<file path="config.mk">
export PLATFORM = sky130hd
export DESIGN_NAME = vga_fb_arbiter
export DESIGN_NICKNAME = d
export VERILOG_FILES = /design/src/rtl/vga_fb_arbiter.sv
export SDC_FILE = /design/constraint.sdc
export NUM_CORES = 1
export LEC_CHECK = 0
export CAP_MARGIN = 15
export CORE_MARGIN = 5
export CORE_UTILIZATION = 45
export CTS_CLUSTER_DIAMETER = 50
export DETAILED_ROUTE_END_ITERATION = 12
export PLACE_DENSITY = 0.8
export SLEW_MARGIN = 5
export SYNTH_ARGS = -nofsm -noshare
export SYNTH_HDL_FRONTEND = slang
export SYNTH_SLANG_ARGS = --single-unit
</file>
<file path="constraint.sdc">
create_clock -name clk_i -period 6.1 [get_ports clk_i]
set_clock_uncertainty 0.05 [all_clocks]
set_input_delay 0.915 -clock clk_i [delete_from_list [all_inputs] [get_ports clk_i]]
set_output_delay 0.915 -clock clk_i [all_outputs]
set_load 0.05 [all_outputs]
</file>
<file path="src/rtl/vga_fb_arbiter.sv">
// Framebuffer RAM arbiter: display scan-out (absolute priority), clear engine and host writes.
// Optional: define VGA_FB_BOUNDS_CHECK_EN to drop and flag host writes beyond the framebuffer.
//
// state   | meaning
// --------+-------------------------------------------------------------
// ST_IDLE | host owns free slots; clear_req_i starts a fill
// ST_CLEAR| fill engine owns free slots; host stalled, busy_o high
module vga_fb_arbiter #(
    parameter int FB_W     = 160,
    parameter int FB_H     = 120,
    parameter int SCALE_SH = 2,
    parameter int ADDR_W   = 15
) (
    input  logic              clk_i,
    input  logic              rst_ni,
    input  logic              disp_active_i,
    input  logic [10:0]       xcol_i,
    input  logic [10:0]       yrow_i,
    input  logic              wr_valid_i,
    output logic              wr_ready_o,
    input  logic [ADDR_W-1:0] wr_addr_i,
    input  logic [11:0]       wr_data_i,
    input  logic              clear_req_i,
    input  logic [11:0]       clear_color_i,
    output logic              busy_o,
    output logic              clear_done_o,
    output logic              wr_oob_o,
    output logic [ADDR_W-1:0] mem_addr_o,
    output logic              mem_we_o,
    output logic [11:0]       mem_wdata_o,
    input  logic [11:0]       mem_rdata_i,
    output logic [11:0]       color_o
);

    localparam logic [ADDR_W-1:0] FB_LAST  = ADDR_W'(FB_W * FB_H - 1);
    localparam logic [10:0]       PH_MASK  = 11'((1 << SCALE_SH) - 1);

    typedef enum logic {ST_IDLE, ST_CLEAR} state_t;

    state_t            r_state, w_state_nxt;
    logic [ADDR_W-1:0] r_cnt, w_cnt_nxt;
    logic [11:0]       r_fill, w_fill_nxt;
    logic              r_done, w_done_nxt;
    logic [ADDR_W-1:0] r_last_faddr;
    logic              r_fetch_d, r_active_d;
    logic [11:0]       r_color;

    logic              w_fetch, w_ready, w_host_xfer, w_host_oob;
    logic [ADDR_W-1:0] w_fy, w_fx, w_fetch_addr;

    assign w_fetch      = disp_active_i && ((xcol_i & PH_MASK) == 11'd0);
    assign w_fy         = ADDR_W'(yrow_i >> SCALE_SH);
    assign w_fx         = ADDR_W'(xcol_i >> SCALE_SH);
    assign w_fetch_addr = w_fy * ADDR_W'(FB_W) + w_fx;

`ifdef VGA_FB_BOUNDS_CHECK_EN
    logic r_oob;

    assign w_host_oob = (wr_addr_i > FB_LAST);

    // Sticky: only reset clears it, so firmware can poll after a burst.
    always_ff @(posedge clk_i or negedge rst_ni) begin
        if (!rst_ni) begin
            r_oob <= 1'b0;
        end else if (w_host_xfer && w_host_oob) begin
            r_oob <= 1'b1;
        end
    end

    assign wr_oob_o = r_oob;
`else
    assign w_host_oob = 1'b0;
    assign wr_oob_o   = 1'b0;
`endif

    always_comb begin
        w_state_nxt = r_state;
        w_cnt_nxt   = r_cnt;
        w_fill_nxt  = r_fill;
        w_done_nxt  = 1'b0;
        w_ready     = 1'b0;
        w_host_xfer = 1'b0;
        mem_addr_o  = w_fetch ? w_fetch_addr : r_last_faddr;
        mem_we_o    = 1'b0;
        mem_wdata_o = 12'h000;

        case (r_state)
            ST_IDLE: begin
                w_ready     = !w_fetch;
                w_host_xfer = wr_valid_i && !w_fetch;
                if (w_host_xfer) begin
                    mem_addr_o  = wr_addr_i;
                    mem_wdata_o = wr_data_i;
                    mem_we_o    = !w_host_oob;
                end
                if (clear_req_i) begin
                    w_state_nxt = ST_CLEAR;
                    w_cnt_nxt   = '0;
                    w_fill_nxt  = clear_color_i;
                end
            end
            ST_CLEAR: begin
                if (!w_fetch) begin
                    mem_addr_o  = r_cnt;
                    mem_wdata_o = r_fill;
                    mem_we_o    = 1'b1;
                    if (r_cnt == FB_LAST) begin
                        w_state_nxt = ST_IDLE;
                        w_done_nxt  = 1'b1;
                    end else begin
                        w_cnt_nxt = r_cnt + 1'b1;
                    end
                end
            end
            default: w_state_nxt = ST_IDLE;
        endcase
    end

    always_ff @(posedge clk_i or negedge rst_ni) begin
        if (!rst_ni) begin
            r_state <= ST_IDLE;
            r_cnt   <= '0;
            r_fill  <= 12'h000;
            r_done  <= 1'b0;
        end else begin
            r_state <= w_state_nxt;
            r_cnt   <= w_cnt_nxt;
            r_fill  <= w_fill_nxt;
            r_done  <= w_done_nxt;
        end
    end

    // Two-stage scan-out: address at t, RAM data at t+1, registered colour at t+2.
    always_ff @(posedge clk_i or negedge rst_ni) begin
        if (!rst_ni) begin
            r_fetch_d    <= 1'b0;
            r_active_d   <= 1'b0;
            r_last_faddr <= '0;
            r_color      <= 12'h000;
        end else begin
            r_fetch_d  <= w_fetch;
            r_active_d <= disp_active_i;
            if (w_fetch) begin
                r_last_faddr <= w_fetch_addr;
            end
            if (r_fetch_d) begin
                r_color <= mem_rdata_i;
            end else if (!r_active_d) begin
                r_color <= 12'h000;
            end
        end
    end

    assign wr_ready_o   = w_ready;
    assign busy_o       = (r_state == ST_CLEAR);
    assign clear_done_o = r_done;
    assign color_o      = r_color;

endmodule

</file>
==> results of run 1 <==
## worst reg2reg max path, stage by stage (launching register included)
cell and delay (ns):
dfrtp_1 0.36, buf_4 0.28, nor2b_2 0.60, buf_4 0.32, nor2_1 0.07, mux2_2 0.26
## state kept, by name, summed over array words and instances, names as in the netlist
signal	count
r_last_faddr	15
clear_done_o	1
r_active_d	1
r_fetch_d	1
r_fill	12
color_o	12
r_cnt	15
busy_o	1
## power breakdown
part | switching, mW | internal, mW
clock network | 0.162 | 0.199
logic | 0.282 | 0.205
registers | 0.0517 | 0.442
## layout make-up
| type | count | area share (%) |
|---|---|---|
| Clock buffer | 10 | 2.749 |
| Timing Repair Buffer | 124 | 24.34 |
| Multi-Input combinational cell | 290 | 39.16 |
| Tap cell | 102 | 2.549 |
| Sequential cell | 58 | 28.99 |
| Clock inverter | 6 | 1.324 |
| Inverter | 12 | 0.8996 |
## layout by cell type, fill, tap and decap left out, drive strengths merged, types with 2 or more instances in the layout
cell type        n
nor3             5
nor2            47
fa               2
mux2i           11
nand3           10
nor3b            2
a2111oi          2
clkdlybuf4s50  116
buf              8
mux2            14
or3b             2
nor4b            2
dfrtp           58
clkinvlp         3
a21o             2
o21a             2
nand4            3
ha              18
a21oi           20
nor2b            5
clkbuf          10
a211o            2
xor2            19
clkinv           3
a22oi           13
nand2           46
o21ai           24
a22o            12
xnor2            2
nand2b           3
inv             11
and3             4
## routing by layer
metal	global-route usage [%]	share of wire [%]
met1	24.13	42
met2	33.42	49
met3	4.954	5.2
met4	9.349	3.0
met5	0	0
## logic make-up (layout without fill, tap and decap cells)
| logic type | Yosys count | count (layout) |
|---|---|---|
| buf+inv | 33 | 152 |
| simple gates | 136 | 136 |
| mux | 25 | 25 |
| other cells | 1 | 1 |
| fa+ha+maj | 20 | 20 |
| xor+xnor | 21 | 21 |
| flops | 58 | 58 |
| compound gates | 87 | 87 |
## worst paths after layout
| path | start | endpoint | slack (ns) | depth (start not counted) |
|---|---|---|---|---|
| setup reg to reg | busy_o | r_cnt[0] | 4.03 | 5 |
| min in group asynchronous | rst_ni | r_fill[11] | 0.68 | 2 |
| max in group asynchronous | rst_ni | r_active_d | 4.86 | 2 |
| setup / recovery | yrow_i[3] | mem_addr_o[11] | 0.80 | 12 |
| hold / removal | r_last_faddr[3] | r_last_faddr[3] | 0.42 | 2 |
| hold reg to reg | r_last_faddr[3] | r_last_faddr[3] | 0.42 | 2 |
==> qor.yml, run 1 <==
outcome:
  status: "completed"
flow_run:
  maxCapViolations: 0
timing:
  tns_ns: 0
  final_max_slew_viol_count: 0
  fmax_mhz: 188.8
  fin_crit_sh_pct: 86.84
  setup_viol: 0
  slew_headroom_pct: 39.49
  worst_slew_pin_slew_ns: 0.9058
  rsz0062_at_grt: "no"
  hold_ws_ns: 0.4239
  timing_hold_violations_final: 0
  fin_ws_ns: 0.8030
  min_period_ns: 5.297
layout:
  fillerInstances: 633
  fin_area_sq_um: 5007
  layout-drive-gt1-share_pct: 9.400
  areaGrowthSynthToFinish_pct: 41.21
  num-nets-final: 593
  final_util_pct: 65.14
  antenna_cells: 0
  multiInputGateArea_sq_um: 1961
  final_cells: 602
  regArea_sq_um: 1451
worst_setup_path:
  path_cells: "clkdlybuf4s50_1, ha_1, ha_1, inv_1, fa_1, xor2_1, a2111oi_2, nor3_1, nor3b_1, o32ai_1, a21o_1, clkdlybuf4s50_1"
  cpMaxStageDelayCell: "clkdlybuf4s50_1"
  endpoint_kind: "output pin"
  critPathLaunchType: "input port"
  critPathTopFamily: "buffers and inverters"
  cp_num_buf_inv: 3
  cp_max_fo: 4
  worstPathArrival_ns: 4.33
  crit_required_ns: 5.13
  max_stage_delay_ns: 0.70
  criticalPathCategory: "input port to output pin"
global_routing:
  grt_max_degree: 59
  grt_pass1_wl_um: 15800
  grt_pass1_vias: 3358
  grt_usage_pct: 19.98
  grt_antenna_before_repair: 0
  gr-total-overflow: 0
yosys:
  synthDistinctLibCells: 55
  syn_avg_cell_area_sq_um: 9.307
  synth_top_cell_by_area: "dfrtp_1"
  synth_simple_gate_area_share_pct: 18.10
  synth_compound_area_share_pct: 16.80
  syn_inst: 381
  synthMuxAreaShare_pct: 7.551
  async_reset_ff_share_pct: 100.0
  synth_flop_cell: "dfrtp_1"
  ys_ff_latch: 58
  synth_nets: 479
  synth_xor_area_share_pct: 5.187
  synth_warnings: 0
  ys_seq_area_share_pct: 40.93
  synth_commonest_cells: "58 x dfrtp_1, 47 x nor2_1, 46 x nand2_1"
  post-synth-top-count-cell: "dfrtp_1"
  synth_area_leaders: "dfrtp_1 41%, ha_1 6.4%, nor2_1 5.0%"
  synth_edf_count: 0
  synth_top_family_by_area: "simple AND/OR/NAND/NOR gates"
  syn_area_sq_um: 3546
  synthAdderAreaFrac_pct: 7.481
  synth.top_cell.area_share_pct: 40.93
die:
  die_w_um: 98.77
  initial_core_util_pct: 46.13
  rows: 32
  dieHeight_um: 98.77
  coreArea_sq_um: 7687
  io_pins: 122
  die_area_sq_um: 9756
route:
  drt_iter0_drc: 164
  viasPerCell: 5.380
  vias: 3239
  ant_nets: 0
  drt-pass1-iter-count: 4
  wire_per_inst_um: 15.97
  drc: 0
  wl_um: 9613
worst_hold_path:
  hp-class: "register to register"
clock_tree:
  ctsHoldBuffers: 0
  root_buffer: "clkbuf_8"
  path_clk_slew_ns: 0.07
  cts_setup_buffers: 0
  cts_inserted_buffers: 9
  cts_resized: 0
  cts_tree: "done"
  cts.path.max_buffers: 2
  clk_latency_ns: 0.33
  htreeDepth: 3
  numClockSinks: 58
pwr:
  p_total_mw: 1.343
  max-vdd-ir-drop_mv: 0.1125
  p_per_area_nw_per_um2: 268.1
  power.leakage_nw: 2.231
placement:
  portBuffers: 118
  place_ws_ns: 0.8332
  gp_congestion: 0.8057
  hpwl_um: 7330
  dpl-instance-area_sq_um: 4803
  dp.cells: 586
Power figures use the tool's default switching activity.
==> run 2, diff against run 1 <==
Clock period 6.1 ns to 4.9 ns, I/O delays scaled along.
==> qor.yml, run 2 (synthesized netlist as in run 1, its figures left out) <==
outcome:
  status: "completed"
placement:
  portBuffers: 118
  dpl-instance-area_sq_um: 5041
  gp_congestion: 0.8584
  hpwl_um: 7399
clock_tree:
  clk_latency_ns: 0.34
  cts_setup_buffers: 0
  ctsHoldBuffers: 0
  root_buffer: "clkbuf_8"
  cts_resized: 0
  path_clk_slew_ns: 0.07
  cts_tree: "done"
  htreeDepth: 3
  cts_inserted_buffers: 9
  numClockSinks: 58
  cts.path.max_buffers: 2
layout:
  fin_area_sq_um: 5268
  fillerInstances: 585
  layout-drive-gt1-share_pct: 14.94
  multiInputGateArea_sq_um: 1961
  areaGrowthSynthToFinish_pct: 48.55
  mostFrequentLayoutCells: "90 x clkdlybuf4s50_1, 58 x dfrtp_1, 47 x nor2_1"
  regArea_sq_um: 1451
  final_common_cell: "clkdlybuf4s50_1"
  num-nets-final: 595
  reg_top3: "r_cnt (15), r_last_faddr (15)"
  antenna_cells: 0
global_routing:
  grt_max_degree: 59
  grt_usage_pct: 20.24
  gr-total-overflow: 0
  grt_pass1_wl_um: 15950
  grt_antenna_before_repair: 0
  grt_pass1_vias: 3269
worst_setup_path:
  critPathLaunchType: "input port"
  cp_num_buf_inv: 2
  crit_top_cell: "ha_1"
  ff2ff_setup_slack_ns: 2.45
  criticalPathCategory: "input port to output pin"
  reg2reg_from: "busy_o"
  r2r_end: "r_cnt[0]"
  max_stage_delay_ns: 0.81
  cpMaxStageDelayCell: "clkdlybuf4s50_1"
  worstPathArrival_ns: 3.92
  r2r_cells: 5
  critPathTopFamily: "buffers and inverters"
  cp_max_fo: 3
  crit_required_ns: 4.12
  endpoint_kind: "output pin"
  path_cells: "clkdlybuf4s50_1, ha_1, ha_1, ha_1, o21a_1, a21oi_1, o31a_1, a21o_1, mux2_2, o22a_1, clkdlybuf4s50_1"
timing:
  fmax_mhz: 212.4
  tns_ns: 0
  slew_headroom_pct: 39.28
  worst_slew_pin_slew_ns: 0.9089
  setup_viol: 0
  timing_hold_violations_final: 0
  min_period_ns: 4.708
  final_max_slew_viol_count: 0
  rsz0062_at_grt: "no"
  fin_crit_sh_pct: 96.09
route:
  drt_iter0_drc: 172
  wire_per_inst_um: 16.02
  drc: 0
  drt-pass1-iter-count: 4
  ant_nets: 0
  viasPerCell: 5.326
  wl_um: 9674
  vias: 3217
pwr:
  max-vdd-ir-drop_mv: 0.1724
  p_per_area_nw_per_um2: 342.6
  power.leakage_nw: 2.381
die:
  rows: 32
  coreArea_sq_um: 7687
  dieHeight_um: 98.77
  die_area_sq_um: 9756
  die_w_um: 98.77
  initial_core_util_pct: 46.13
  io_pins: 122
worst_hold_path:
  hp-class: "register to register"
  min_path_cells: 1
  hold_start: "r_last_faddr[8]"
  hold_path_end: "r_last_faddr[8]"
flow_run:
  maxCapViolations: 0
run 2: how the worst max path moves through the flow:
stage                         start              to  slack (ns)  cells after the start
after floorplan           yrow_i[3]  mem_addr_o[14]        0.98                     10
after global placement    yrow_i[3]   mem_addr_o[8]        0.33                     11
after detailed placement  yrow_i[3]   mem_addr_o[8]        0.20                     11
after CTS                 yrow_i[3]   mem_addr_o[8]        0.19                     11
after global routing      yrow_i[3]   mem_addr_o[8]        0.10                     11
final                     yrow_i[3]   mem_addr_o[8]        0.19                     11
run 2: per-layer routing:
metal / global-route usage, % / vias up / share of wire [%]
li1: - / 1583 / -
met1: 26.03 / 1537 / 43
met2: 33.26 / 84 / 50
met3: 4.671 / 13 / 5.5
met4: 7.458 / 0 / 1.7
met5: 0 / - / 0
run 2: power breakdown:
part	switching [mW]	internal (mW)	leakage, nW
Sequential	0.0639	0.550	0.738
Clock	0.205	0.290	0.110
Combinational	0.369	0.326	1.53
Total	0.638	1.17	2.38
run 2: final cells by class:
| type | count | share of cell area, % |
|---|---|---|
| clock buffers | 9 | 2.352 |
| clock inverters | 7 | 1.948 |
| inverters | 12 | 0.8551 |
| multi-input cells | 290 | 37.22 |
| flip-flops and latches | 58 | 27.55 |
| well taps | 102 | 2.423 |
| repair buffers | 126 | 27.65 |
run 2: metrics by stage:
| stage | instances | hold slack [ns] | utilization, % | setup WS (ns) | total power [mW] |
|---|---|---|---|---|---|
| after floorplan | 381 | 0.3894 | - | 0.9771 | 1.007 |
| after global placement | 588 | 0.4037 | 65.58 | 0.3311 | 1.301 |
| after detailed placement | 588 | 0.4159 | 65.58 | 0.1972 | 1.318 |
| after CTS | 604 | 0.4335 | 68.52 | 0.1937 | 1.818 |
| after global routing | 604 | 0.4450 | 68.52 | 0.1037 | 1.900 |
| final | 604 | 0.4328 | 68.52 | 0.1918 | 1.804 |
==> run 3, diff against run 2 <==
Settings changed: ABC_CLOCK_PERIOD_IN_PS set to 4900, CORE_UTILIZATION 45 to 46, PLACE_DENSITY 0.8 to 0.79.
==> qor.yml, run 3 (synthesized netlist as in run 1, its figures left out) <==
worst_setup_path:
  critPathTopFamily: "buffers and inverters"
  cp_num_buf_inv: 2
  endpoint_kind: "output pin"
  crit_required_ns: 4.12
  crit_top_cell: "ha_1"
  worstPathArrival_ns: 3.88
  cp_max_fo: 3
  path_cells: "clkdlybuf4s50_1, ha_1, ha_1, ha_1, o21a_1, a21oi_1, o31a_1, a21o_1, mux2_2, o22a_1, clkdlybuf4s50_1"
  critPathLaunchType: "input port"
  criticalPathCategory: "input port to output pin"
  max_stage_delay_ns: 0.83
  cpMaxStageDelayCell: "clkdlybuf4s50_1"
placement:
  dpl-instance-area_sq_um: 5034
  hpwl_um: 7579
  portBuffers: 118
  dp.cells: 587
  gp_congestion: 0.7904
timing:
  setup_viol: 0
  timing_hold_violations_final: 0
  slew_headroom_pct: 40.59
  hold_ws_ns: 0.4292
  rsz0062_at_grt: "no"
  worst_slew_pin_slew_ns: 0.8893
  final_max_slew_viol_count: 0
  tns_ns: 0
  min_period_ns: 4.668
  fin_crit_sh_pct: 95.26
  fmax_mhz: 214.2
layout:
  num-nets-final: 594
  areaGrowthSynthToFinish_pct: 48.41
  fillerInstances: 584
  fin_area_sq_um: 5263
  layout-drive-gt1-share_pct: 14.57
  mostFrequentLayoutCells: "90 x clkdlybuf4s50_1, 58 x dfrtp_1, 47 x nor2_1"
  final_common_cell: "clkdlybuf4s50_1"
  reg_top3: "r_cnt (15), r_last_faddr (15)"
  final_cells: 603
  final_util_pct: 69.18
  antenna_cells: 0
die:
  coreArea_sq_um: 7607
  io_pins: 122
  dieHeight_um: 97.80
  initial_core_util_pct: 46.61
  rows: 32
  die_w_um: 97.80
  die_area_sq_um: 9564
pwr:
  p_per_area_nw_per_um2: 348.0
  power.leakage_nw: 2.384
  max-vdd-ir-drop_mv: 0.1597
worst_hold_path:
  hp-class: "register to register"
global_routing:
  grt_antenna_before_repair: 0
  grt_pass1_wl_um: 16570
  grt_usage_pct: 21.26
  grt_max_degree: 59
  gr-total-overflow: 0
  grt_pass1_vias: 3488
clock_tree:
  cts_inserted_buffers: 9
  cts.path.max_buffers: 2
  numClockSinks: 58
  cts_resized: 0
  cts_tree: "done"
  path_clk_slew_ns: 0.06
  clk_latency_ns: 0.34
  htreeDepth: 3
  root_buffer: "clkbuf_8"
  ctsHoldBuffers: 0
  cts_setup_buffers: 0
flow_run:
  maxCapViolations: 0
route:
  viasPerCell: 5.474
  wl_um: 10050
  drt_iter0_drc: 134
  ant_nets: 0
  drt-pass1-iter-count: 4
  wire_per_inst_um: 16.67
  drc: 0
  vias: 3301
outcome:
  status: "completed"
-- run 3: changes by cell type in the layout (fill, tap and decap cells not counted), sizes merged --
| cell | previous run | this run |
|---|---|---|
| clkinvlp | 1 | 0 |
| buf | 36 | 35 |
| clkinv | 4 | 3 |
| inv | 12 | 11 |
| clkbuf | 9 | 12 |
-- run 3: stage by stage --
| stage | setup WS, ns | power (mW) |
|---|---|---|
| floorplan | 0.9771 | 1.007 |
| global placement | 0.3182 | 1.301 |
| detailed placement | 0.2693 | 1.322 |
| CTS | 0.2517 | 1.838 |
| global route | 0.1338 | 1.911 |
| finish | 0.2322 | 1.831 |
-- run 3: power by group --
| part | total [mW] | internal (mW) | leakage, nW | switching [mW] |
|---|---|---|---|---|
| Clock | 0.513 | 0.314 | 0.117 | 0.199 |
| Combinational | 0.702 | 0.326 | 1.53 | 0.376 |
| Sequential | 0.616 | 0.550 | 0.738 | 0.0662 |
| Total | 1.83 | 1.19 | 2.38 | 0.640 |
-- run 3: path summary, 6_finish.rpt --
path	from	end	slack [ns]	cells after the start
min in group asynchronous	rst_ni	r_cnt[4]	0.48	2
max	yrow_i[3]	mem_addr_o[8]	0.23	11
max reg2reg	busy_o	r_cnt[0]	2.42	5
max in group asynchronous	rst_ni	r_last_faddr[6]	3.84	2
min reg2reg	r_last_faddr[5]	r_last_faddr[5]	0.43	2
min	r_last_faddr[5]	r_last_faddr[5]	0.43	2
-- run 3: routing by layer --
layer	track usage, %	wire, um	vias up
met1	25.85	4228	1615
li1	-	-	1572
met4	8.626	230	0
met3	3.643	436	20
met5	0	0	-
met2	37.37	5158	94
-- run 3: final cells by class --
| type | count | area (sq um) | area share, % |
|---|---|---|---|
| clock buffers | 12 | 155.1 | 2.948 |
| clock inverters | 4 | 73.82 | 1.403 |
| inverters | 12 | 45.04 | 0.8559 |
| multi-input cells | 290 | 1961 | 37.26 |
| flip-flops and latches | 58 | 1451 | 27.58 |
| well taps | 102 | 127.6 | 2.425 |
| repair buffers | 125 | 1449 | 27.53 |
-- run 3: worst min-delay path: stages (launching register included) --
cell	delay, ns
dfrtp_1	0.34
nand2_1	0.05
nand2_1	0.05
